File: config.mk
export PLATFORM = sky130hd
export DESIGN_NAME = reg_file_scoreboard
export DESIGN_NICKNAME = d
export VERILOG_FILES = /design/src/rtl/regfile_pkg.sv /design/src/rtl/reg_scoreboard.sv /design/src/rtl/reg_file_scoreboard.sv
export SDC_FILE = /design/constraint.sdc
export NUM_CORES = 2
export LEC_CHECK = 0
export BUFFER_PORTS_ARGS = -buffer_cell sky130_fd_sc_hd__buf_2
export CORE_MARGIN = 3
export CORE_UTILIZATION = 40
export CTS_CLUSTER_DIAMETER = 60
export DETAILED_ROUTE_END_ITERATION = 10
export GPL_TIMING_DRIVEN = 1
export SYNTH_ARGS = -nofsm -noshare
export SYNTH_HDL_FRONTEND = slang
export SYNTH_SLANG_ARGS = --single-unit
File: constraint.sdc
create_clock -name clk -period 3.2 [get_ports clk]
set_clock_uncertainty 0.05 [all_clocks]
set_input_delay 0.32 -clock clk [delete_from_list [all_inputs] [get_ports clk]]
set_output_delay 0.32 -clock clk [all_outputs]
set_load 0.02 [all_outputs]
File: src/rtl/regfile_pkg.sv
// regfile_pkg: shared defaults for the register file and its scoreboard.
// Holds the default width/depth and the hard-wired zero register address.
package regfile_pkg;

    localparam int unsigned DATA_W_DEF   = 32;
    localparam int unsigned NUM_REGS_DEF = 32;
    localparam int unsigned ZERO_ADDR    = 0;

endpackage

File: src/rtl/reg_scoreboard.sv
// reg_scoreboard: per-register busy bits for in-flight writes.
// Ports: clk, rst (sync, active-high), set_en/set_addr mark a register busy,
// clr_en/clr_addr clear it on writeback, busy_vec holds the registered bits.
module reg_scoreboard
    import regfile_pkg::*;
#(
    parameter int unsigned NUM_REGS = NUM_REGS_DEF,
    parameter int unsigned ADDR_W   = $clog2(NUM_REGS),
    parameter bit          ZERO_REG = 1'b1
) (
    input  logic                clk,
    input  logic                rst,
    input  logic                set_en,
    input  logic [ADDR_W-1:0]   set_addr,
    input  logic                clr_en,
    input  logic [ADDR_W-1:0]   clr_addr,
    output logic [NUM_REGS-1:0] busy_vec
);

    logic [NUM_REGS-1:0] busy_nxt;

    // Clear is applied before set so a same-cycle set on the same register
    // wins: the new producer is still outstanding after the old writeback.
    always_comb begin
        busy_nxt = busy_vec;
        for (int i = 0; i < NUM_REGS; i++) begin
            if (clr_en && clr_addr == ADDR_W'(i)) begin
                busy_nxt[i] = 1'b0;
            end
            if (set_en && set_addr == ADDR_W'(i)) begin
                busy_nxt[i] = 1'b1;
            end
        end
        if (ZERO_REG) begin
            busy_nxt[ZERO_ADDR] = 1'b0;
        end
    end

    always_ff @(posedge clk) begin
        if (rst) begin
            busy_vec <= '0;
        end else begin
            busy_vec <= busy_nxt;
        end
    end

endmodule

File: src/rtl/reg_file_scoreboard.sv
// reg_file_scoreboard: 2-read/1-write register file with busy scoreboard.
// Ports: addr_a/addr_b -> a/b and busy_a/busy_b (combinational reads),
// addr_d/data/write (write port, also clears busy), busy_set/busy_addr
// (mark in-flight), busy_vec (registered busy bits), clk, rst (sync high).
module reg_file_scoreboard
    import regfile_pkg::*;
#(
    parameter int unsigned DATA_W   = DATA_W_DEF,
    parameter int unsigned NUM_REGS = NUM_REGS_DEF,
    parameter int unsigned ADDR_W   = $clog2(NUM_REGS),
    parameter bit          ZERO_REG = 1'b1,
    parameter bit          BYPASS   = 1'b1
) (
    input  logic                clk,
    input  logic                rst,
    input  logic [ADDR_W-1:0]   addr_a,
    input  logic [ADDR_W-1:0]   addr_b,
    output logic [DATA_W-1:0]   a,
    output logic [DATA_W-1:0]   b,
    input  logic [ADDR_W-1:0]   addr_d,
    input  logic [DATA_W-1:0]   data,
    input  logic                write,
    input  logic                busy_set,
    input  logic [ADDR_W-1:0]   busy_addr,
    output logic                busy_a,
    output logic                busy_b,
    output logic [NUM_REGS-1:0] busy_vec
);

    localparam logic [ADDR_W-1:0] ZA = ADDR_W'(ZERO_ADDR);

    logic [DATA_W-1:0] regs [NUM_REGS];

    logic zero_a;
    logic zero_b;
    logic zero_d;
    logic wr_ok;
    logic fwd_a;
    logic fwd_b;

    assign zero_a = ZERO_REG && (addr_a == ZA);
    assign zero_b = ZERO_REG && (addr_b == ZA);
    assign zero_d = ZERO_REG && (addr_d == ZA);
    assign wr_ok  = write && !zero_d;
    assign fwd_a  = BYPASS && wr_ok && (addr_d == addr_a);
    assign fwd_b  = BYPASS && wr_ok && (addr_d == addr_b);

    always_ff @(posedge clk) begin
        if (rst) begin
            for (int i = 0; i < NUM_REGS; i++) begin
                regs[i] <= '0;
            end
        end else if (wr_ok) begin
            regs[addr_d] <= data;
        end
    end

    always_comb begin
        a = regs[addr_a];
        if (fwd_a) begin
            a = data;
        end
        if (zero_a) begin
            a = '0;
        end
    end

    always_comb begin
        b = regs[addr_b];
        if (fwd_b) begin
            b = data;
        end
        if (zero_b) begin
            b = '0;
        end
    end

    // A writeback landing this cycle resolves the hazard early.
    assign busy_a = busy_vec[addr_a] && !fwd_a && !zero_a;
    assign busy_b = busy_vec[addr_b] && !fwd_b && !zero_b;

    reg_scoreboard #(
        .NUM_REGS (NUM_REGS),
        .ADDR_W   (ADDR_W),
        .ZERO_REG (ZERO_REG)
    ) u_sb (
        .clk      (clk),
        .rst      (rst),
        .set_en   (busy_set),
        .set_addr (busy_addr),
        .clr_en   (write),
        .clr_addr (addr_d),
        .busy_vec (busy_vec)
    );

endmodule

* Yosys cells after proc, flatten, opt, wreduce, memory -nomap -nowiden *
Memories as Yosys holds them, arrays and structs flattened.
Index checks and enable logic that the tools add are counted.

word-level totals
  register bits = 32
  bits in writable memories = 1024
  input bits = 56
  output and inout bits = 98
  memories = 1

memories
  memory  words  width  read ports  clocked after memory_dff  wr ports  RTL line                   RTL
  regs    32     32     2           0                         32        reg_file_scoreboard.sv:32  logic [DATA_W-1:0] regs [NUM_REGS];

operators by class
  magnitude comparators = 2
  eq/ne operators = 64
  mux-type cells = 78
  reductions and logical operators = 109

operators with widths
  kind                number
  $eq 5x5->1 const B  32
  $mux 32             5
  $eq 5x4->1 const B  16
  $mux 1              70
  $logic_and 1x1->1   69
  $reduce_bool 2->1   31
  $eq 5x3->1 const B  8
  $reduce_or 32->1    1
  $eq 5x2->1 const B  4
  $logic_not 5->1     3
  $lt 5x6->1 const B  2
  $bmux 1 s5          2
  $eq 5x1->1 const B  2
  $eq 5x5->1          2
  $logic_not 1->1     5
  $mux 5              1

* Logic depth before layout (Yosys ltp) *
  depth after elaboration = 8
  mapped depth = 10
  depth with buffers taken out = 5

* Cells and area by module *
Synthesis repeated with hierarchy kept, for this count alone.

second synthesis, totals
  cells, all modules = 3864
  area, all modules = 56761.9 um^2

modules (own cells, without submodules)
  module               times used  cells an instance  area an instance (um^2)  sequential area each (um^2)
  reg_file_scoreboard  1           3726               55461.9                  30749.5
  reg_scoreboard       1           138                1300.0                   620.6

* Worst setup path after synthesis *
Ideal clock, no wire load.

  path kind = input to output
  start point = input addr_b[1]
  end point = output b[11]
  arrival = 2142 ps
  data required time = 2830 ps
  setup slack = 688 ps
  stages on the path = 8
  path buffers = 3
  cell sequence = buf_2 > buf_2 > buf_1 > mux4_2 > nor2b_1 > a211oi_1 > a21oi_1 > a221o_1

between the ends
  word-level cells in the longest chain between the ends = 4

ends and longest elaborated chain
  item                                                                   RTL line                   RTL
  start, declared                                                        reg_file_scoreboard.sv:17  input logic [ADDR_W-1:0] addr_b,
  parallel branches: the longest is 3 deep, another holds $mem_v2 32x32  -
  $mux 32 *                                                              reg_file_scoreboard.sv:73  if (zero_b) begin
  end, declared                                                          reg_file_scoreboard.sv:19  output logic [DATA_W-1:0] b,

Mark *: on every way between the ends.

* Final worst setup path *
  start point = input addr_b[1]
  end point = output b[22]

Same word-level chain as after synthesis.

==> flow_summary_export.csv <==
group,metric,value,unit
timing,max_freq,312,MHz
yosys,netlist_top_cells_count,"edfxtp_1, and2_1, mux4_2",
critical_path,worstPathRequired,2.83,ns
critical_path,arrival,2.83,ns
timing,finalSetupViolations,1,
yosys,postSynthAreaPerCell,14.7,um2
global_route,grt_pass1_wl,291,mm
cts,numCtsBuffers,113,
global_route,grt_use_total,28.0,%
detailed_routing,vias,37932,
critical_path,cp_slowest_cell,"a2111oi_2",
yosys,ys.flop_type,"edfxtp_1",
critical_path,critPathKind,"input port to output pin",
layout,nFillCells,12072,
critical_path,crit_chain,"buf_8 > buf_12 > buf_12 > mux4_2 > a22oi_1 > a2111oi_2 > buf_4 > a221o_1 > buf_2",
timing,period_needed,3.20,ns
yosys,syn-cell-area,0.0568,mm2
power_and_ir_drop,internal-power,25800,uW
critical_path,start_kind,"input port",
cts,cts_tree,"done",
yosys,synth_top_area_share,54.1,%
yosys,ys_top_cells_by_area,"edfxtp_1, mux4_2, and2_1",
yosys,yosysTopAreaCell,"edfxtp_1",
worst_hold_path,hold_path.class,"input port to flop",
critical_path,path_common_cell,"buf_12",
yosys,ys_ff_latch,1055,
cts,path_clk_slew,0.06,ns
timing,finalWorstSetupSlack,-0.00268,ns
yosys,synth_edf_count,1024,
floorplanning,fp.dieW,383,um
critical_path,cpPeakStageDelay,0.66,ns
critical_path,crit_path_end_kind,"output pin",
placement,globalplace.congestion,0.882,
yosys,ys_warn_count,0,
detailed_routing,drtPass1Iterations,6,
critical_path,crit_fanout,30,
floorplanning,initial_core_util,40.5,%
floorplanning,rows,137,
power_and_ir_drop,switching_share,25.6,%
cts,cts_num_sinks,1055,
detailed_routing,drt_iter0_markers,5288,
detailed_routing,wirelength,208,mm
global_route,antenna_found_initial,16,
power_and_ir_drop,power_switching,8900,uW
yosys,synthCells,3855,
layout,synthToLayoutAreaGrowth,15.8,%
yosys,ys_async_sr_fraction,0,%
power_and_ir_drop,vdd_drop_max,500,uV
timing,relSlewSlack,33.9,%
power_and_ir_drop,power.total,34700,uW
yosys,yosysUniqueCellTypes,52,
global_route,grt_pass1_vias,37666,
power_and_ir_drop,seqPwrFrac,46.9,%
timing,rsz0062_at_grt,"yes",
placement,dp_hpwl,130,mm
timing,worst_pin_slew,0.983,ns
power_and_ir_drop,power.density,528,mW/mm2
floorplanning,core,0.140,mm2
yosys,yosysSeqAreaShare,55.2,%
layout,instances_no_fill,6022,
global_route,grt_max_degree,58,
global_route,grt_overflow,0,
job,cap_violations,0,
outcome,outcome,"finished with violations",
power_and_ir_drop,leakage,0.0230,uW
cts,root_buffer,"clkbuf_16",
floorplanning,dieArea,0.147,mm2
detailed_routing,vias_per_cell,6.30,
detailed_routing,drtAntennaViolNets,0,
placement,place_inst,5786,
floorplanning,fp.dieH,383,um
timing,slew_violations,0,
cts,cts.htree.levels,3,
timing,fin_hold_ws,0.0793,ns
layout,final_nets,4093,
timing,tns,-0.00268,ns
floorplanning,io_pins,154,
yosys,yosysMostFrequentCell,"edfxtp_1",
placement,portBuffers,152,
layout,layout-drive-gt1-share,30.2,%
cts,clk_path_buf_depth,3,
cts,clock_latency,0.72,ns
power_and_ir_drop,combinationalPowerShare,13.5,%
timing,hold_violations,0,
timing,period_share,100,%
detailed_routing,wl_per_cell,34.5,um
power_and_ir_drop,p_clk_share,39.6,%
outcome,violations,"negative setup slack",
detailed_routing,drc_errors,0,
[final cells by class]
cell class / count / area [um2] / share of cell area, %
sequential: 1055 / 31400 / 47.7
tap: 1876 / 2350 / 3.57
timing repair buffer: 469 / 4160 / 6.32
multi-input combinational: 2396 / 24000 / 36.5
antenna: 9 / 22.5 / 0.0342
inverter: 2 / 7.51 / 0.0114
clock buffer: 136 / 3040 / 4.62
clock inverter: 79 / 813 / 1.24
[registers in the layout, summed over array words and instances, names as in the netlist]
name and flops:
regs 1024, u_sb.busy_vec 31
[power by group through the flow]
stage	clock network [uW]	logic, uW	registers, uW
after global placement	0	4520	16500
after floorplan	0	2700	16400
final	13800	4690	16300
after global routing	14400	4840	16300
after detailed placement	0	4540	16500
after CTS	13900	4600	16300
[worst max-delay path, delay by kind of cell]
family | cells | cell delay, ns
AO/OA/AOI/OAI | 3 | 0.96
multiplexers | 1 | 0.23
buffers and inverters | 5 | 1.23
[cell families (layout without fill, tap and decap cells)]
kind of cell    count (synthesis)  count (layout)  share of synthesized area (%)
simple gates                 1241            1241                           13.1
flops                        1055            1055                           55.2
mux                           665             665                           22.0
compound gates                447             447                           6.02
buf+inv                       436             686                           3.48
xor+xnor                       10              10                          0.154
other cells                     1              42                        0.00660
[path summary, 6_finish.rpt]
check	slack [ns]	to	from	cells after the start
setup / recovery	-0.003	b[22]	addr_b[1]	9
hold / removal	0.08	regs[10][8]	data[8]	2
setup reg to reg	2.14	u_sb.busy_vec[22]	u_sb.busy_vec[22]	2
hold reg to reg	0.48	u_sb.busy_vec[27]	u_sb.busy_vec[27]	2
[metal layers]
metal | track usage, % | routed length, um | vias to the layer above
met5 | 0.0661 | 43 | -
met2 | 43.2 | 94900 | 2417
li1 | - | - | 15319
met3 | 7.20 | 23800 | 488
met4 | 12.0 | 9050 | 6
met1 | 37.7 | 79900 | 19702
[repair_timing]
action	4_1_cts	5_1_grt
pin swaps	10	12
endpoints found under the hold margin	23	0
hold buffers	6	0
gates resized for setup	40	25
setup buffers	3	3
setup endpoints to repair	17	19
[per-stage QoR]
stage | instance area, um2 | setup slack, ns | util, %
after global routing | 65800 | -0.0650 | 46.9
after detailed placement | 61600 | -0.457 | 43.9
after floorplan | 56900 | 0.688 | -
after CTS | 65700 | -0.0421 | 46.8
final | 65800 | -0.00268 | 46.9
after global placement | 61600 | -0.502 | 43.9
[placed cells by master, fill, tap and decap left out, types with 40 or more instances in the layout]
master / instances
edfxtp_1: 1024
and2_1: 992
mux4_2: 462
buf_4: 244
mux2i_1: 162
buf_2: 133
clkbuf_16: 118
a22oi_1: 94
a21oi_1: 88
nand2_1: 82
buf_12: 71
o221ai_1: 64
a221o_1: 56
nor2b_1: 40
Power figures use the tool's default switching activity.
